[src/rtl/riscv_pkg.sv]
// Shared definitions for the instruction-fetch front end.
//   XLEN             - architectural register / address width
//   DEFAULT_RESET_PC - PC the core starts from unless overridden
//   PC_INC           - sequential fetch stride (one 32-bit instruction)
//   state_t          - fetch sequencer state encoding (2-bit)
//   is_aligned()     - true when an address is on a 4-byte boundary
package riscv_pkg;

  localparam int XLEN = 32;

  localparam logic [XLEN-1:0] DEFAULT_RESET_PC = 32'h0000_0000;
  localparam logic [XLEN-1:0] PC_INC           = 32'd4;

  typedef enum logic [1:0] {
    FETCH = 2'd0,  // request outstanding (or about to be raised) at pc
    HOLD  = 2'd1,  // instruction presented to decode, waiting for hand-off
    FLUSH = 2'd2,  // wrong-path kill window after a redirect
    TRAP  = 2'd3   // misaligned target seen; parked until reset
  } state_t;

  function automatic logic is_aligned(input logic [XLEN-1:0] addr);
    return addr[1:0] == 2'b00;
  endfunction

endpackage

[src/rtl/fetch_sequencer.sv]
// Owns the architectural PC and sequences instruction fetch for a
// single-issue core: one req/ack read at a time, one instruction held for
// decode at a time, redirects applied with a timed flush, misaligned
// targets trapped.
//
// Ports:
//   clk, reset                 - rising-edge clock, synchronous active-high reset
//   imem_req / imem_addr       - fetch request, held with a stable address until ack
//   imem_ack / imem_rdata      - read response, only honoured while imem_req is high
//   if_valid/if_instr/if_pc    - instruction presented to decode
//   id_ready, stall            - decode accepts when id_ready && !stall
//   redirect_valid/redirect_pc - taken branch/jump from the branch-resolution unit
//   flush_out                  - kill for decode/execute, FLUSH_CYCLES long
//   trap / trap_pc             - sticky misaligned-target trap and its target
//
// FLUSH_CYCLES must be >= 1; it covers the branch unit's registered latency.
module fetch_sequencer
  import riscv_pkg::*;
#(
  parameter logic [XLEN-1:0] RESET_PC     = DEFAULT_RESET_PC,
  parameter int              FLUSH_CYCLES = 2
) (
  input  logic            clk,
  input  logic            reset,
  output logic            imem_req,
  output logic [XLEN-1:0] imem_addr,
  input  logic            imem_ack,
  input  logic [XLEN-1:0] imem_rdata,
  output logic            if_valid,
  output logic [XLEN-1:0] if_instr,
  output logic [XLEN-1:0] if_pc,
  input  logic            id_ready,
  input  logic            stall,
  input  logic            redirect_valid,
  input  logic [XLEN-1:0] redirect_pc,
  output logic            flush_out,
  output logic            trap,
  output logic [XLEN-1:0] trap_pc
);

  // Counter holds FLUSH_CYCLES-1 down to 0, so clog2(FLUSH_CYCLES) bits suffice.
  localparam int CNT_W = (FLUSH_CYCLES > 1) ? $clog2(FLUSH_CYCLES) : 1;
  localparam logic [CNT_W-1:0] FLUSH_LOAD = CNT_W'(FLUSH_CYCLES - 1);

  state_t            state_q,  state_d;
  logic [XLEN-1:0]   pc_q,     pc_d;
  logic              req_q,    req_d;
  logic              valid_q,  valid_d;
  logic [XLEN-1:0]   instr_q,  instr_d;
  logic [XLEN-1:0]   ifpc_q,   ifpc_d;
  logic              flush_q,  flush_d;
  logic              trap_q,   trap_d;
  logic [XLEN-1:0]   trap_pc_q, trap_pc_d;
  logic [CNT_W-1:0]  cnt_q,    cnt_d;

  logic transfer;

  // Decode takes the held instruction this cycle.
  assign transfer = valid_q && id_ready && !stall;

  // Next-state and next-output logic.
  always_comb begin
    // NOTE: every target gets a default before any branch, so no path can
    // leave a value unassigned and infer a latch.
    state_d   = state_q;
    pc_d      = pc_q;
    req_d     = req_q;
    valid_d   = valid_q;
    instr_d   = instr_q;
    ifpc_d    = ifpc_q;
    flush_d   = flush_q;
    trap_d    = trap_q;
    trap_pc_d = trap_pc_q;
    cnt_d     = cnt_q;

    unique case (state_q)
      FETCH: begin
        // Ack only counts while our request is actually on the bus; a late
        // ack for an abandoned request is ignored.
        if (req_q && imem_ack) begin
          instr_d = imem_rdata;
          ifpc_d  = pc_q;
          valid_d = 1'b1;
          pc_d    = pc_q + PC_INC;  // wraps modulo 2^32
          req_d   = 1'b0;
          state_d = HOLD;
        end else begin
          req_d   = 1'b1;
        end
      end
      HOLD: begin
        if (transfer) begin
          valid_d = 1'b0;
          req_d   = 1'b1;
          state_d = FETCH;
        end
      end
      FLUSH: begin
        if (cnt_q == '0) begin
          flush_d = 1'b0;
          req_d   = 1'b1;
          state_d = FETCH;
        end else begin
          cnt_d   = cnt_q - CNT_W'(1);
        end
      end
      TRAP: begin
        // Parked: only reset leaves this state.
      end
      default: state_d = TRAP;
    endcase

    // A redirect overrides whatever the state logic chose, including a
    // coincident capture: the fetched word is dropped and the held
    // instruction registers keep their old contents.
    if (redirect_valid && (state_q != TRAP)) begin
      instr_d = instr_q;
      ifpc_d  = ifpc_q;
      valid_d = 1'b0;
      req_d   = 1'b0;
      if (is_aligned(redirect_pc)) begin
        pc_d    = redirect_pc;
        flush_d = 1'b1;
        cnt_d   = FLUSH_LOAD;
        state_d = FLUSH;
      end else begin
        pc_d      = pc_q;
        flush_d   = 1'b0;
        trap_d    = 1'b1;
        trap_pc_d = redirect_pc;
        state_d   = TRAP;
      end
    end
  end

  // State and output registers.
  always_ff @(posedge clk) begin
    // NOTE: sequential state uses non-blocking assignments so every register
    // samples the pre-edge values regardless of statement order.
    if (reset) begin
      state_q   <= FETCH;
      pc_q      <= RESET_PC;
      req_q     <= 1'b0;
      valid_q   <= 1'b0;
      instr_q   <= '0;
      ifpc_q    <= '0;
      flush_q   <= 1'b0;
      trap_q    <= 1'b0;
      trap_pc_q <= '0;
      cnt_q     <= '0;
    end else begin
      state_q   <= state_d;
      pc_q      <= pc_d;
      req_q     <= req_d;
      valid_q   <= valid_d;
      instr_q   <= instr_d;
      ifpc_q    <= ifpc_d;
      flush_q   <= flush_d;
      trap_q    <= trap_d;
      trap_pc_q <= trap_pc_d;
      cnt_q     <= cnt_d;
    end
  end

  // pc only changes on a capture or redirect, both of which drop the
  // request, so the registered pc doubles as a stable fetch address.
  assign imem_addr = pc_q;
  assign imem_req  = req_q;
  assign if_valid  = valid_q;
  assign if_instr  = instr_q;
  assign if_pc     = ifpc_q;
  assign flush_out = flush_q;
  assign trap      = trap_q;
  assign trap_pc   = trap_pc_q;

endmodule

[config.mk]
export PLATFORM = sky130hd
export DESIGN_NAME = fetch_sequencer
export DESIGN_NICKNAME = d
export VERILOG_FILES = /design/src/rtl/riscv_pkg.sv /design/src/rtl/fetch_sequencer.sv
export SDC_FILE = /design/constraint.sdc
export NUM_CORES = 1
export LEC_CHECK = 0
export ABC_AREA = 1
export CAP_MARGIN = 20
export CORE_UTILIZATION = 41
export DETAILED_ROUTE_END_ITERATION = 10
export PLACE_DENSITY = 0.79
export SYNTH_ARGS = -nofsm -noshare
export SYNTH_HDL_FRONTEND = slang
export SYNTH_SLANG_ARGS = --single-unit
export TNS_END_PERCENT = 100
[constraint.sdc]
create_clock -name clk -period 1.4 [get_ports clk]
set_input_delay 0.21 -clock clk [delete_from_list [all_inputs] [get_ports clk]]
set_output_delay 0.21 -clock clk [all_outputs]
set_load 0.02 [all_outputs]
# == Yosys cells after proc, flatten, opt, wreduce, memory -nomap -nowiden ==
# Index checks and enable logic that the tools add are counted.
# totals
elab_cells,71
input_bits,70
ff_bits,135
output_inout_bits,132
# classes
bitwise_logic,2
n_addsub,2
reduce_logical,21
mux,25
n_eq_ne,11
# op_table
cell,n
2-to-1 mux 32 bit,4
"adder 32 x 3 -> 32 bit, second input constant",1
2-to-1 mux 1 bit,14
AND reduction 3 bit,4
"!= test 3 bit, second input constant",3
2-to-1 mux 2 bit,4
"!= test 2 bit, second input constant",4
nonzero test 2 bit,4
one-hot mux 2 bit (3 select lines),1
logical AND 1 bit,4
logical NOT 2 bit,2
"!= test 2 x 1 -> 1 bit, second input constant",2
AND reduction 2 bit,2
AND reduction 4 bit,1
nonzero test 4 bit,1
one-hot mux 1 bit (3 select lines),1
nonzero test 3 bit,1
"== test 2 x 1 -> 1 bit, second input constant",1
"== test 2 bit, second input constant",1
inverter 1 bit,2
one-hot mux 1 bit (2 select lines),1
OR reduction 2 bit,1
logical NOT 1 bit,1
"subtractor 1 bit, second input constant",1

# == Logic depth before layout (Yosys ltp) ==
# depth
word_depth,5
mapped_depth,11
ltp_nobuf,10

# == Worst setup path after synthesis ==
# OpenSTA, ideal clock, no wires.
# synth_timing
kind,flip-flop to flip-flop
startpoint,"register pc_q[3], in the netlist imem_addr[3]"
endpoint,"register pc_q[18], in the netlist imem_addr[18]"
setup_time_ns,0.120
synth_period_minus_slack_ns,1.611
n_path_buf,0
arrival_time_ns,1.491
stages_incl_launch_ff,9
setup_slack_ns,-0.211
t_required_ns,1.280
cell_sequence,dfxtp_1 > ha_1 > nand2_2 > nor2_4 > nand3_2 > nor2_4 > a21oi_1 > o21ai_0 > a21oi_1
# synth_between
elab_chain_cells,4
# synth_rtl
element,line_no,rtl
"start, declared",fetch_sequencer.sv:46,"logic [XLEN-1:0] pc_q, pc_d;"
"start signal, assigned",fetch_sequencer.sv:153,pc_q <= pc_d;
adder 32 x 3 -> 32 bit,fetch_sequencer.sv:84,pc_d = pc_q + PC_INC;
2-to-1 mux 32 bit,fetch_sequencer.sv:80,if (req_q && imem_ack) begin
2-to-1 mux 32 bit,fetch_sequencer.sv:76,unique case (state_q)
2-to-1 mux 32 bit,fetch_sequencer.sv:116,if (redirect_valid && (state_q != TRAP)) begin
# Every way passes these cells. The select of a mux whose other input is x is not followed.
# A chain may end at the register's enable or synchronous reset.

# == Worst setup path in the final report ==
# layout_timing
startpoint,"register pc_q[2], in the netlist imem_addr[2]"
endpoint,"register pc_q[14], in the netlist imem_addr[14]"
# The elaborated chain is that of the path after synthesis.

==> results.md <==
* Outcome: complete, but fails checks
* Failing checks: setup timing
* Routed via count at 7,038
* Number of search-and-repair iterations in the first detailed-routing pass at 7
* Total Power at 11.6 mW
* Cell area after technology mapping at 5950 um2
* Count of input and output buffers at 201
* RSZ-0062 raised after global routing: true
* IO Pins at 202
* Number of DRC markers in iteration 0 at 589
* Initial antenna violation count at 0
* Maximum fanout along the worst path at 5
* Hpwl dp at 13,700 um
* Via count of the first global-routing pass at 6,483
* Slew at the pin closest to its max-slew limit at 0.321 ns
* Clock sink total at 135
* Pre-CTS setup slack at -0.445 ns
* Seq/Total Area, Yosys at 45.4%
* WL final at 23,300 um
* Per-instance average area after synthesis at 7.18 um2
* Number of synthesis warnings at 0
* Final Hold Viols at 0
* Global Route Usage Sum at 28.4%
* Root buf cell: sky130_fd_sc_hd__clkbuf_16
* H-tree levels at 4
* GRT overflow at 0
* Maximum frequency from static timing analysis at 0.602 GHz
* Async SR Flop Fraction at 0%
* Accumulated negative setup slack at -21.91 ns
* Die Width at 123 um
* WP data arrival at 2.01 ns
* Buffering stage count on the worst path with inverters included at 1
* Starting density of the core at 42.4%
* Worst-case clock buffer depth at 2
* Area of the core at 14,000 um2
* Mapped Cells at 829
* Kind of path behind the tightest hold check: in2reg
* Critical-path cell with the highest stage delay: sky130_fd_sc_hd__dfxtp_4
* Total Die Area at 15,000 um2
* # Max-Cap Violations at 0
* Growth of design area from synthesis to finish at 70.3%
* Clock Skew at 0.00838 ns
* Min Tclk post-route at 1.66 ns
* Worst-case headroom to the max-slew limit at 78.3%
* Post-layout worst setup margin at -0.262 ns
* Cts bufs inserted at 17
* Period utilization at 119%
* Final Net Count at 1,202
* Cell family contributing the most delay on the critical path: simple AND/OR/NAND/NOR gates
* Worst-skew pair later-pin latency at 0.44 ns
* Cts-stage hold buffer count at 0
* Chain of cells forming the critical path: ha_4 -> nand2_2 -> nor2_4 -> nand3_4 -> inv_2 -> nand2_1 -> xnor2_1 -> nand2_1 -> a21oi_1
* Number of core rows at 43
* Most used flip-flop cell after synthesis: sky130_fd_sc_hd__dfxtp_1
* Critical path capture point type: register
* Routed WL per cell at 17.7 um
* Fraction of layout cells with a size suffix above 1 at 28.5%
* Count of flip-flops with a built-in enable after synthesis at 0
* Flip-flop and latch count after synthesis at 135
* Post-DRT Antenna Nets at 0
* Detailed-route vias per instance at 5.34
* Number of max-slew violations in the final report at 0
* Most prevalent standard cell on the critical path: sky130_fd_sc_hd__nand2_1
* Vertical die dimension at 123 um
* Peak supply drop at 0.899 mV
* TritonCTS clock tree: built
* Maximum single-stage delay on the critical path at 0.38 ns
* Share of the core filled with cells in the final layout at 72.2%
* Wire length of the first global-routing pass at 32,600 um
* PD cells at 1140 nW/um2
* Net count after synthesis at 905
* Count of endpoints failing setup in the final report at 136
* Ant. Diodes at 0
* Worst-path clk slew at 0.06 ns
* Largest net degree at the start of global routing at 78
* Pleak at 4.64 nW
* Number of library cell types mapped by synthesis at 39
* Critical Setup Path Class: reg2reg
* Routability-driven placement congestion ratio at 0.904
* Worst endpoint required time at 1.75 ns
* Number of design rule violations left after detail routing at 0
* Startpoint type of the worst setup path: register
[metrics by stage]
stage | hold slack [ns] | instance area [um2] | std cells
after floorplan | 0.345 | 6020 | 829
after detailed placement | 0.451 | 8790 | 1261
after global placement | 0.445 | 8790 | 1261
after global routing | 0.370 | 10100 | 1318
final | 0.354 | 10100 | 1318
after CTS | 0.355 | 9590 | 1306
[cell usage after synthesis (4+ instances only)]
master | count | area, um2
sky130_fd_sc_hd__nor2_1 | 153 | 574
sky130_fd_sc_hd__buf_2 | 19 | 95.1
sky130_fd_sc_hd__buf_4 | 5 | 37.5
sky130_fd_sc_hd__nand2_1 | 172 | 646
sky130_fd_sc_hd__ha_1 | 6 | 75.1
sky130_fd_sc_hd__a21oi_1 | 93 | 465
sky130_fd_sc_hd__nand3_1 | 26 | 130
sky130_fd_sc_hd__o21ai_0 | 101 | 505
sky130_fd_sc_hd__clkbuf_1 | 13 | 48.8
sky130_fd_sc_hd__inv_2 | 5 | 18.8
sky130_fd_sc_hd__nand3b_1 | 4 | 30.0
sky130_fd_sc_hd__nor2_4 | 10 | 113
sky130_fd_sc_hd__inv_1 | 43 | 161
sky130_fd_sc_hd__nor2_2 | 4 | 25.0
sky130_fd_sc_hd__dfxtp_1 | 135 | 2700
[flip-flops by register name (all words and copies together), names as in the netlist]
register	count
imem_addr	32
imem_req	1
cnt_q	1
if_pc	32
trap	1
state_q	2
flush_out	1
if_valid	1
trap_pc	32
if_instr	32
[per-layer routing]
layer	vias up	GRT usage (%)	wire length (um)
met5	-	0	0
met4	0	13.3	946
met3	92	9.90	2710
met2	449	45.0	10600
met1	3206	34.3	9020
li1	3291	-	-
[worst paths after layout]
| kind | startpoint | end | slack (ns) | cells past startpoint |
|---|---|---|---|---|
| worst max register to register | imem_addr[2] | imem_addr[14] | -0.26 | 9 |
| worst min register to register | trap_pc[18] | trap_pc[18] | 0.46 | 2 |
| worst max-delay path | imem_addr[2] | imem_addr[14] | -0.26 | 9 |
| worst min-delay path | imem_rdata[18] | if_instr[18] | 0.35 | 3 |
[layout make-up]
cell class / count / area (um2)
Timing Repair Buffer: 322 / 3050
Multi-Input combinational cell: 601 / 3230
Inverter: 49 / 204
Fill cell: 1052 / 3910
Clock buffer: 20 / 457
Clock inverter: 11 / 220
Tap cell: 180 / 225
Sequential cell: 135 / 2750
[power breakdown]
group          leakage, nW  switching (mW)  internal (mW)
logic                 3.21            1.17          0.963
clock network        0.319            1.76           3.43
registers             1.11           0.187           4.06
total                 4.64            3.11           8.45
[logic make-up after synthesis]
kind of cell    count (synthesis)  share of synthesized area [%]
fa+ha+maj                       6                           1.26
flops                         135                           45.4
simple gates                  384                           27.5
compound gates                208                           18.0
buf+inv                        93                           7.38
xor+xnor                        3                          0.441
[worst reg2reg max path: stages (launching register included)]
cell and delay, ns:
sky130_fd_sc_hd__dfxtp_4 0.38, sky130_fd_sc_hd__ha_4 0.17, sky130_fd_sc_hd__nand2_2 0.07, sky130_fd_sc_hd__nor2_4 0.16, sky130_fd_sc_hd__nand3_4 0.12, sky130_fd_sc_hd__inv_2 0.07
sky130_fd_sc_hd__nand2_1 0.06, sky130_fd_sc_hd__xnor2_1 0.23, sky130_fd_sc_hd__nand2_1 0.13, sky130_fd_sc_hd__a21oi_1 0.18
[layout by cell type (no fill, tap or decap), drive strengths merged]
cell / netlist / routed
a211oi: 3 / 3
a21boi: 2 / 2
a21o: 1 / 1
a21oi: 94 / 94
a31oi: 3 / 3
buf: 26 / 127
bufbuf: 0 / 1
bufinv: 0 / 6
clkbuf: 17 / 25
clkdlybuf4s15: 0 / 15
clkdlybuf4s50: 0 / 69
clkinv: 0 / 2
clkinvlp: 0 / 3
dfxtp: 135 / 135
dlygate4sd2: 0 / 105
ha: 6 / 6
inv: 49 / 49
nand2: 176 / 176
nand3: 30 / 30
nand3b: 4 / 4
nor2: 167 / 167
nor3: 3 / 3
nor3b: 1 / 1
o211ai: 2 / 2
o21a: 1 / 1
o21ai: 101 / 101
o31ai: 1 / 1
or2: 3 / 3
xnor2: 2 / 2
xor2: 1 / 1
[timing repair]
item	4_1_cts	5_1_grt
buffers inserted	11	13
pin swaps	9	23
gates resized for setup	253	169
endpoints found under the setup margin	261	150
gates cloned	3	4
Note: power is estimated with default switching activity, not from simulation.
